===== src/rtl/lsu_mem_port.sv =====
// lsu_mem_port -- MEM-stage load/store unit, initiator side of the data-memory port.
//
// Accepts one load or store from the pipeline, checks alignment and funct3
// legality, issues a word-aligned request with byte enables over a
// req/gnt/rvalid handshake, and returns sign/zero-extended load data.
// The pipeline is stalled until the op completes, is rejected, or times out.
//
// Parameters:
//   TIMEOUT     max cycles spent in REQ+WAIT before the access is aborted (1..255)
// Ports:
//   clk, rst            clock, synchronous active-high reset
//   ex_valid/ex_we      MEM stage holds an op / op is a store
//   ex_funct3           RV32I funct3 (LB/LH/LW/LBU/LHU, SB/SH/SW)
//   ex_addr/ex_wdata    byte address / store data (rs2)
//   stall               hold pipeline (combinational)
//   ld_valid/ld_data    one-cycle load-complete pulse / extended load result
//   err                 one-cycle pulse: misaligned, illegal funct3 or timeout
//   mem_req/mem_we/mem_be/mem_addr/mem_wdata   request to data memory
//   mem_gnt/mem_rvalid/mem_rdata               response from data memory
module lsu_mem_port #(
    parameter int unsigned TIMEOUT = 255
) (
    input  logic        clk,
    input  logic        rst,
    input  logic        ex_valid,
    input  logic        ex_we,
    input  logic [2:0]  ex_funct3,
    input  logic [31:0] ex_addr,
    input  logic [31:0] ex_wdata,
    output logic        stall,
    output logic        ld_valid,
    output logic [31:0] ld_data,
    output logic        err,
    output logic        mem_req,
    output logic        mem_we,
    output logic [3:0]  mem_be,
    output logic [31:0] mem_addr,
    output logic [31:0] mem_wdata,
    input  logic        mem_gnt,
    input  logic        mem_rvalid,
    input  logic [31:0] mem_rdata
);

    typedef enum logic [2:0] {
        S_IDLE = 3'd0,
        S_REQ  = 3'd1,
        S_WAIT = 3'd2,
        S_DONE = 3'd3,
        S_ERR  = 3'd4
    } state_t;

    localparam logic [8:0] TIMEOUT_C = 9'(TIMEOUT);

    // Byte enables from access size (funct3[1:0]) and byte offset.
    function automatic logic [3:0] calc_be(input logic [1:0] size, input logic [1:0] off);
        logic [3:0] be;
        case (size)
            2'b00:   be = 4'b0001 << off;
            2'b01:   be = off[1] ? 4'b1100 : 4'b0011;
            2'b10:   be = 4'b1111;
            default: be = 4'b0000;
        endcase
        return be;
    endfunction

    // Store data replicated across lanes so any byte enable sees the right bytes.
    function automatic logic [31:0] calc_wdata(input logic [1:0] size, input logic [31:0] wdata);
        logic [31:0] wd;
        case (size)
            2'b00:   wd = {4{wdata[7:0]}};
            2'b01:   wd = {2{wdata[15:0]}};
            2'b10:   wd = wdata;
            default: wd = 32'd0;
        endcase
        return wd;
    endfunction

    // Shift the addressed lane down to bit 0, then sign- or zero-extend.
    function automatic logic [31:0] load_extract(input logic [2:0] f3, input logic [1:0] off,
                                                 input logic [31:0] rdata);
        logic [31:0] sh;
        logic [31:0] res;
        sh = rdata >> {off, 3'b000};
        case (f3)
            3'b000:  res = {{24{sh[7]}}, sh[7:0]};
            3'b001:  res = {{16{sh[15]}}, sh[15:0]};
            3'b010:  res = sh;
            3'b100:  res = {24'd0, sh[7:0]};
            3'b101:  res = {16'd0, sh[15:0]};
            default: res = 32'd0;
        endcase
        return res;
    endfunction

    // Legal funct3 for the direction and naturally aligned address.
    function automatic logic op_legal(input logic we, input logic [2:0] f3, input logic [1:0] off);
        logic ok;
        if (we) begin
            ok = (f3 < 3'd3);
        end else begin
            ok = (f3 != 3'd3) && (f3 != 3'd6) && (f3 != 3'd7);
        end
        case (f3[1:0])
            2'b01:   ok = ok && (off[0] == 1'b0);
            2'b10:   ok = ok && (off == 2'b00);
            default: ok = ok;
        endcase
        return ok;
    endfunction

    state_t      state_r;
    state_t      next_s;
    logic        op_we_r;
    logic [2:0]  op_funct3_r;
    logic [1:0]  op_off_r;
    logic [7:0]  cnt_r;
    logic        timeout_s;
    logic        accept_s;
    logic        legal_s;
    logic        req_we_s;

    logic        ld_valid_r;
    logic [31:0] ld_data_r;
    logic        err_r;
    logic        mem_req_r;
    logic        mem_we_r;
    logic [3:0]  mem_be_r;
    logic [31:0] mem_addr_r;
    logic [31:0] mem_wdata_r;

    // Stall is released only in the cycle the op retires (DONE) or is rejected (ERR).
    assign stall = ex_valid & (state_r != S_DONE) & (state_r != S_ERR);

    assign ld_valid  = ld_valid_r;
    assign ld_data   = ld_data_r;
    assign err       = err_r;
    assign mem_req   = mem_req_r;
    assign mem_we    = mem_we_r;
    assign mem_be    = mem_be_r;
    assign mem_addr  = mem_addr_r;
    assign mem_wdata = mem_wdata_r;

    // Next-state logic; timeout fires when this cycle would make the count reach TIMEOUT.
    always_comb begin
        next_s    = state_r;
        legal_s   = op_legal(ex_we, ex_funct3, ex_addr[1:0]);
        accept_s  = 1'b0;
        timeout_s = (({1'b0, cnt_r} + 9'd1) >= TIMEOUT_C);
        case (state_r)
            S_IDLE: begin
                if (ex_valid) begin
                    accept_s = legal_s;
                    next_s   = legal_s ? S_REQ : S_ERR;
                end else begin
                    next_s = S_IDLE;
                end
            end
            S_REQ: begin
                if (mem_gnt) begin
                    next_s = op_we_r ? S_DONE : S_WAIT;
                end else if (timeout_s) begin
                    next_s = S_ERR;
                end else begin
                    next_s = S_REQ;
                end
            end
            S_WAIT: begin
                if (mem_rvalid) begin
                    next_s = S_DONE;
                end else if (timeout_s) begin
                    next_s = S_ERR;
                end else begin
                    next_s = S_WAIT;
                end
            end
            S_DONE:  next_s = S_IDLE;
            S_ERR:   next_s = S_IDLE;
            default: next_s = S_IDLE;
        endcase
        // On entry to REQ the op registers are not loaded yet, so take we from ex_*.
        if (state_r == S_IDLE) begin
            req_we_s = ex_we;
        end else begin
            req_we_s = op_we_r;
        end
    end

    // State, latched op, timeout counter and all registered outputs.
    always_ff @(posedge clk) begin
        if (rst) begin
            state_r     <= S_IDLE;
            op_we_r     <= 1'b0;
            op_funct3_r <= 3'd0;
            op_off_r    <= 2'd0;
            cnt_r       <= 8'd0;
            ld_valid_r  <= 1'b0;
            ld_data_r   <= 32'd0;
            err_r       <= 1'b0;
            mem_req_r   <= 1'b0;
            mem_we_r    <= 1'b0;
            mem_be_r    <= 4'd0;
            mem_addr_r  <= 32'd0;
            mem_wdata_r <= 32'd0;
        end else begin
            state_r    <= next_s;
            mem_req_r  <= (next_s == S_REQ);
            mem_we_r   <= (next_s == S_REQ) & req_we_s;
            ld_valid_r <= (next_s == S_DONE) & ~op_we_r;
            err_r      <= (next_s == S_ERR);

            if (accept_s) begin
                op_we_r     <= ex_we;
                op_funct3_r <= ex_funct3;
                op_off_r    <= ex_addr[1:0];
                mem_addr_r  <= {ex_addr[31:2], 2'b00};
                mem_be_r    <= calc_be(ex_funct3[1:0], ex_addr[1:0]);
                mem_wdata_r <= ex_we ? calc_wdata(ex_funct3[1:0], ex_wdata) : 32'd0;
            end else begin
                op_we_r     <= op_we_r;
                op_funct3_r <= op_funct3_r;
                op_off_r    <= op_off_r;
                mem_addr_r  <= mem_addr_r;
                mem_be_r    <= mem_be_r;
                mem_wdata_r <= mem_wdata_r;
            end

            if (accept_s) begin
                cnt_r <= 8'd0;
            end else if ((state_r == S_REQ) || (state_r == S_WAIT)) begin
                cnt_r <= cnt_r + 8'd1;
            end else begin
                cnt_r <= cnt_r;
            end

            // rvalid is only meaningful while waiting for load data.
            if ((state_r == S_WAIT) && mem_rvalid) begin
                ld_data_r <= load_extract(op_funct3_r, op_off_r, mem_rdata);
            end else begin
                ld_data_r <= ld_data_r;
            end
        end
    end

endmodule


===== config.mk =====
export PLATFORM = sky130hd
export DESIGN_NAME = lsu_mem_port
export DESIGN_NICKNAME = d
export VERILOG_FILES = /design/src/rtl/lsu_mem_port.sv
export SDC_FILE = /design/constraint.sdc
export NUM_CORES = 1
export LEC_CHECK = 0
export ABC_AREA = 0
export BUFFER_PORTS_ARGS = -buffer_cell sky130_fd_sc_hd__buf_2
export CAP_MARGIN = 15
export CORE_ASPECT_RATIO = 0.6
export CORE_UTILIZATION = 49
export DETAILED_ROUTE_END_ITERATION = 6
export GPL_TIMING_DRIVEN = 0
export PLACE_DENSITY = 0.86
export RECOVER_POWER = 100
export SLEW_MARGIN = 40
export SYNTH_ARGS = -nofsm -noshare
export SYNTH_HDL_FRONTEND = slang
export SYNTH_SLANG_ARGS = --single-unit

===== constraint.sdc =====
create_clock -name clk -period 4.5 [get_ports clk]
set_clock_uncertainty 0.1 [all_clocks]
set_input_delay 0.675 -clock clk [delete_from_list [all_inputs] [get_ports clk]]
set_output_delay 0.675 -clock clk [all_outputs]
set_load 0.01 [all_outputs]

==> run_results.csv, run 1 <==
group,metric,value,unit
run_status,status,"complete, no violations",
drt,routed_wirelength,16100,um
setup_path,crit_type,"primary input to flop",
cells_and_area,area_delta_synth_final,29.7,%
place,placement.io_buffers,207,
setup_path,startpoint_type,"primary input",
timing,fin_crit,3.14,ns
synth,syn-instance-count,641,
drt,drc,0,
global_route,grt_pass1_wl,23700,um
synth,yosys-top-cells-count,"132 x nand2_1, 119 x dfxtp_1, 85 x a21oi_1, 55 x o21ai_0, 46 x nor2_1",
setup_path,crit_fanout,10,
global_route,met3_usage,8.06,%
timing,fmax,0.319,GHz
timing,max_slew.worst_pin.slew,0.884,ns
drt,via_count,5570,
die,die_w,136,um
cts,clk_latency,0.40,ns
cts,cts-root-buf,"clkbuf_16",
power,ir_drop,0.000304,V
synth,ys.flop_type,"dfxtp_1",
die,core,10600,um^2
setup_path,crit_path_end_kind,"flop",
global_route,grt_start_max_net_pins,17,
synth,synth_top_area_cell,"dfxtp_1",
cells_and_area,multiInputGateArea,2610,um^2
timing,hold_violations,0,
synth,ys_types,60,
place,placed_area,6530,um^2
synth,syn-cell-area,5320,um^2
synth,async_flop_share,0,%
drt,ant_nets,0,
synth,ys_seq_elements,119,
die,die_y,82.7,um
drt,avgViaCountPerCell,5.47,
place,hpwlAfterDp,12100,um
synth,synth.avg_cell_area,8.29,um^2
die,fp.dieArea,11300,um^2
global_route,antenna_found_initial,0,
power,finalPower,2.90,mW
die,initial_core_util,50.3,%
cts,clkTransAtPathRegs,0.05,ns
cells_and_area,final_area,6890,um^2
synth,yosysWarnings,0,
run,drv_cap,0,
cts,clock_sink_count,119,
place,gp_congestion,0.900,
cells_and_area,drive_above_1_share,18.4,%
cts,clockBufferDepth,2,
global_route,use_met1,39.8,%
global_route,busiest_layer,"met1",
cells_and_area,nets,979,
global_route,grt_usage,27.7,%
cts,post_cts_buffers,0,
timing,final.setup.tns,0,ns
timing,slew_headroom,40.6,%
cells_and_area,antenna_cells,0,
cts,cts_tree,"yes",
drt,wl_per_cell,15.8,um
cts,cts_resized,0,
timing,fin_crit_sh,69.8,%
global_route,grt.overflow.total,0,
synth,synth-edff-count,0,
hold_path,min_path_type,"flop to flop",
cells_and_area,num-fill-cells,984,
timing,slew_viol_final,0,
cts,hold_buffers,0,
synth,seq_area_frac_synth,44.8,%
die,ios,210,
drt,first_pass_iters,5,
synth,synth_top_area_share,44.8,%
setup_path,cp.required,4.69,ns
power,leakagePower,2.69,nW
cells_and_area,ff_latch_area,2380,um^2
setup_path,cp_data_arrival_time,3.33,ns
global_route,grt_pass1_vias,4668,
timing,setup_viol,0,
global_route,grtUsageMet2,39.4,%
drt,first_iter_violations,406,
cts,numCtsBuffers,17,
timing,rsz0062_at_grt,"false",
synth,synth.most_common_cell,"nand2_1",
synth,ys_top_cells_by_area,"dfxtp_1 45%, nand2_1 9.3%, a21oi_1 8.0%",
die,rows,29,
power,cellPowerDensity,421,nW/um^2
cts,cts_htree_levels,4,
[layout make-up]
type                            count  area share, %
Tap cell                          139           2.52
Sequential cell                   119           34.6
Buffer                             45           2.87
Clock buffer                       18           6.23
Multi-Input combinational cell    469           37.9
Timing Repair Buffer              207           13.2
Clock inverter                     13           2.27
Inverter                            9          0.490
[placed cells by master, fill, tap and decap left out, drive strengths merged, types with 10 or more instances in the layout]
cell type / netlist / routed
a21oi: 86 / 86
a22o: 16 / 16
a22oi: 25 / 25
buf: 25 / 114
clkbuf: 20 / 156
dfxtp: 119 / 119
inv: 9 / 10
mux2i: 18 / 18
nand2: 132 / 132
nor2: 50 / 50
nor3: 11 / 11
o21ai: 58 / 58
[through the flow]
step	std cells	utilization (%)	setup slack, ns	hold slack (ns)
6_report	1019	65.3	1.36	0.350
5_1_grt	1019	65.3	1.21	0.372
4_1_cts	1019	67.4	2.21	0.352
3_5_place_dp	988	61.8	1.79	0.340
3_3_place_gp	988	61.8	1.88	0.332
2_1_floorplan	642	-	2.16	0.344
[critical path, cell delays in order]
cell and delay, ns:
clkbuf_1 0.14, ha_1 0.32, nor2b_1 0.17, o31ai_1 0.43, and3_1 0.31, clkbuf_1 0.46, nor2_1 0.22, clkbuf_1 0.31
a22o_1 0.30
[where the power goes]
part / total, mW / switching (mW) / internal (mW)
clock: 1.35 / 0.481 / 0.864
combinational: 0.425 / 0.270 / 0.155
sequential: 1.13 / 0.0281 / 1.10
total: 2.90 / 0.780 / 2.12
[registers in the layout (all words and copies together) (netlist names), 2 cells and up]
| name | count |
|---|---|
| ld_data | 32 |
| mem_wdata | 32 |
| mem_addr | 30 |
| cnt_r | 8 |
| mem_be | 4 |
| op_funct3_r | 3 |
| state_r | 3 |
| op_off_r | 2 |
[cell families (layout without fill, tap and decap cells)]
| kind of cell | count (synthesis) | after routing | share of synthesized area [%] |
|---|---|---|---|
| flip-flops | 119 | 119 | 44.8 |
| AND/OR/NAND/NOR | 221 | 221 | 18.5 |
| other | 1 | 2 | 0.0705 |
| adder cells (fa/ha/maj) | 6 | 6 | 1.41 |
| AO/OA/AOI/OAI | 206 | 206 | 23.3 |
| XOR/XNOR | 7 | 7 | 1.15 |
| multiplexers | 27 | 27 | 5.51 |
| buffers and inverters | 54 | 292 | 5.27 |
[path summary, 6_finish.rpt]
kind | slack [ns] | cells past startpoint | start | to
worst max register to register | 1.66 | 7 | op_off_r[0] | ld_data[30]
worst min-delay path | 0.35 | 2 | mem_wdata[11] | mem_wdata[11]
worst max-delay path | 1.36 | 9 | ex_funct3[0] | mem_wdata[2]
worst min register to register | 0.35 | 2 | mem_wdata[11] | mem_wdata[11]
[layer usage]
metal,routed length (um),vias to the layer above
met3,1470,18
met4,167,0
li1,-,2680
met5,0,-
met1,7760,2602
met2,6700,270
Power figures use the tool's default switching activity.
==> run 2: changes to the inputs <==
--- a/config.mk
+++ b/config.mk
@@ -5,14 +5,14 @@
 export SDC_FILE = /design/constraint.sdc
 export NUM_CORES = 1
 export LEC_CHECK = 0
-export ABC_AREA = 0
+export ABC_AREA = 1
 export BUFFER_PORTS_ARGS = -buffer_cell sky130_fd_sc_hd__buf_2
 export CAP_MARGIN = 15
 export CORE_ASPECT_RATIO = 0.6
-export CORE_UTILIZATION = 49
+export CORE_UTILIZATION = 45
 export DETAILED_ROUTE_END_ITERATION = 6
 export GPL_TIMING_DRIVEN = 0
-export PLACE_DENSITY = 0.86
+export PLACE_DENSITY = 0.83
 export RECOVER_POWER = 100
 export SLEW_MARGIN = 40
 export SYNTH_ARGS = -nofsm -noshare
==> constraint.sdc (replaced) <==
create_clock -name clk -period 2.8 [get_ports clk]
set_clock_uncertainty 0.1 [all_clocks]
set_input_delay 0.42 -clock clk [delete_from_list [all_inputs] [get_ports clk]]
set_output_delay 0.42 -clock clk [all_outputs]
set_load 0.01 [all_outputs]
==> run 2 against run 1 <==
  * Clock power up 61%
  * Largest cell class unchanged
  * Routed wire length up 14%
  * Critical path type unchanged
  * Sequential power up 58%
==> run_results.csv, run 2 <==
group,metric,value,unit
synth,ys_seq_elements,119,
timing,fin_crit,2.59,ns
cts,clockBufferDepth,2,
synth,synth_top_area_cell,"dfxtp_1",
synth,yosys-top-cells-count,"192 x nand2_1, 119 x dfxtp_1, 109 x a21oi_1, 58 x o21ai_0, 52 x nand3_1",
cts,hold_buffers,0,
die,rows,30,
power,ir_drop,0.000420,V
synth,syn-cell-area,5520,um^2
setup_path,crit_cells,12,
run_status,status,"complete, no violations",
synth,synth_top_area_share,43.2,%
setup_path,cp_data_arrival_time,2.82,ns
setup_path,rrSetupSlack,0.41,ns
hold_path,min_from,"ex_addr[8]",
synth,async_flop_share,0,%
power,comb_power_share,14.1,%
power,p_clk_share,47.3,%
setup_path,rr_worst_depth,8,
drt,avgViaCountPerCell,5.34,
setup_path,worstPathCellList,"clkbuf_1 > inv_1 > ha_1 > buf_4 > nand2_1 > nand3_1 > nand2_1 > nand3_1 > nor3_2 > nand2_2 > clkbuf_2 > o21ai_2",
timing,max_slew.worst_pin.slew,0.640,ns
power,cellPowerDensity,647,nW/um^2
drt,first_pass_iters,5,
power,leakagePower,2.91,nW
power,internal_power,3.33,mW
synth,synth.avg_cell_area,7.33,um^2
setup_path,crit_type,"primary input to flop",
setup_path,startpoint_type,"primary input",
cells_and_area,layout_commonest_cell,"nand2_1",
cts,cts_tree,"yes",
setup_path,cp.required,3.04,ns
synth,seq_area_frac_synth,43.2,%
die,initial_core_util,47.6,%
cts,clock_sink_count,119,
power,p_sw_share,28.0,%
cells_and_area,drive_above_1_share,18.5,%
synth,synth.most_common_cell,"nand2_1",
synth,synth_fa_ha_area_share,1.36,%
run,drv_cap,0,
die,core,11600,um^2
place,placement.io_buffers,207,
die,fp.dieArea,12700,um^2
place,gp_congestion,0.981,
die,ios,210,
synth,ys.flop_type,"dfxtp_1",
timing,final.setup.tns,0,ns
cells_and_area,nets,1090,
global_route,grt_pass1_wl,28600,um
global_route,grt_pass1_vias,5558,
drt,drc,0,
cts,clk_latency,0.41,ns
cts,numCtsBuffers,17,
setup_path,cp_num_buf_inv,4,
global_route,grt_usage,29.0,%
synth,ys_types,38,
die,die_y,87.8,um
setup_path,reg2reg_to,"ld_data[6]",
global_route,antenna_found_initial,0,
synth,synth-edff-count,0,
timing,slew_viol_final,0,
cts,clkTransAtPathRegs,0.06,ns
cts,cts-root-buf,"clkbuf_16",
synth,synth-xor-area-share,0.159,%
place,dp_cells,1120,
power,power_switching,1.29,mW
synth,synthSimpleGateAreaFrac,23.3,%
setup_path,startpoint,"ex_funct3[0]",
setup_path,crit_fanout,10,
timing,hold_violations,0,
place,hpwlAfterDp,14100,um
drt,via_count,6148,
timing,setup_viol,0,
timing,fin_crit_sh,92.4,%
setup_path,slowest_delay,0.48,ns
cells_and_area,area_delta_synth_final,29.4,%
drt,routed_wirelength,18400,um
cells_and_area,finalNonFillerCells,1152,
timing,rsz0062_at_grt,"false",
hold_path,hold_depth,3,
hold_path,min_path_type,"primary input to flop",
place,dp_slack,0.403,ns
cells_and_area,antenna_cells,0,
synth,yosysWarnings,0,
timing,timing.final.ws_setup,0.213,ns
global_route,grt_start_max_net_pins,17,
synth,synth_compound_area_share,24.3,%
setup_path,critPathTopFamily,"simple AND/OR/NAND/NOR gates",
cts,cts_htree_levels,4,
setup_path,crit_slowest_cell,"nor3_2",
synth,synthMuxAreaShare,0,%
synth,synth_top_family_by_area,"compound AO/OA/AOI/OAI gates",
setup_path,r2r_start,"state_r[0]",
cells_and_area,final_cell_mix,"194 x nand2_1, 129 x clkbuf_1, 119 x dfxtp_1",
power,sequentialPowerShare,38.7,%
hold_path,hold-path-endpoint,"mem_addr[8]",
timing,slew_headroom,57.3,%
drt,ant_nets,0,
synth,syn-instance-count,752,
setup_path,crit_path_end_kind,"flop",
drt,wl_per_cell,16.0,um
synth,ys_top_cells_by_area,"dfxtp_1 43%, nand2_1 13%, a21oi_1 9.9%",
die,die_w,145,um
drt,first_iter_violations,601,
global_route,grt.overflow.total,0,
timing,fmax,0.387,GHz
[run 2: cell types whose count changed after synthesis, moves of 7 or more]
cell / previous run / this run
a211oi_1: 1 / 8
nand2_1: 132 / 192
nor2_1: 46 / 35
buf_2: 9 / 18
a22oi_1: 25 / 10
a21oi_1: 85 / 109
nand3_1: 2 / 52
mux2_2: 8 / 0
nand2_2: 0 / 8
nor3_1: 9 / 1
mux2i_1: 18 / 0
a22o_1: 16 / 6
o21ai_2: 0 / 20
inv_1: 9 / 44
[run 2: kinds of logic (layout without fill, tap and decap cells)]
family / Yosys count / after routing
AND/OR/NAND/NOR: 301 / 301
other: 1 / 2
XOR/XNOR: 1 / 1
flip-flops: 119 / 119
adder cells (fa/ha/maj): 6 / 6
AO/OA/AOI/OAI: 228 / 228
buffers and inverters: 96 / 335
[run 2: worst max-delay path by stage]
stage,end,slack (ns)
2_1_floorplan,mem_wdata[3],0.91
3_3_place_gp,mem_wdata[18],0.46
3_5_place_dp,mem_wdata[19],0.40
4_1_cts,stall,0.17
5_1_grt,mem_wdata[26],0.06
6_report,mem_wdata[27],0.21
[run 2: worst register-to-register path: cells and delay by family, from the launching register on]
kind / cells / cell delay, ns
AO/OA/AOI/OAI: 3 / 0.60
buffers and inverters: 2 / 0.58
flip-flops: 1 / 0.33
AND/OR/NAND/NOR: 3 / 0.71
[run 2: timing repair]
| action | 4_1_cts | 5_1_grt |
|---|---|---|
| endpoints found under the setup margin | 0 | 1 |
| gates resized for setup | 0 | 1 |
| setup buffers | 0 | 0 |
[run 2: stage by stage]
stage	util [%]	total power, mW	hold WS, ns	cell area (um^2)
after detailed placement	58.2	2.47	0.355	6760
after floorplan	-	2.21	0.345	5520
final	61.5	4.62	0.148	7140
after global placement	58.2	2.46	0.350	6760
after global routing	61.5	4.78	0.153	7140
after CTS	63.4	4.64	0.144	7350
[run 2: cell type report]
type / count / area (um^2)
flip-flops and latches: 119 / 2380
repair buffers: 207 / 907
well taps: 160 / 200
clock inverters: 13 / 146
fillers: 1150 / 4460
multi-input cells: 538 / 2650
clock buffers: 19 / 453
plain buffers: 49 / 225
inverters: 47 / 176
[run 2: power groups by stage]
stage	clock network (mW)	logic (mW)	registers, mW
after floorplan	0	0.370	1.84
after global placement	0	0.646	1.82
after detailed placement	0	0.651	1.82
after CTS	2.19	0.658	1.78
after global routing	2.28	0.712	1.79
final	2.18	0.650	1.79
[run 2: metal layers]
layer,up-vias,wire [um],GRT usage [%]
li1,2976,-,-
met1,2846,8670,41.7
met2,298,7480,40.6
met3,28,2090,10.5
met4,0,187,7.16
met5,-,0,0
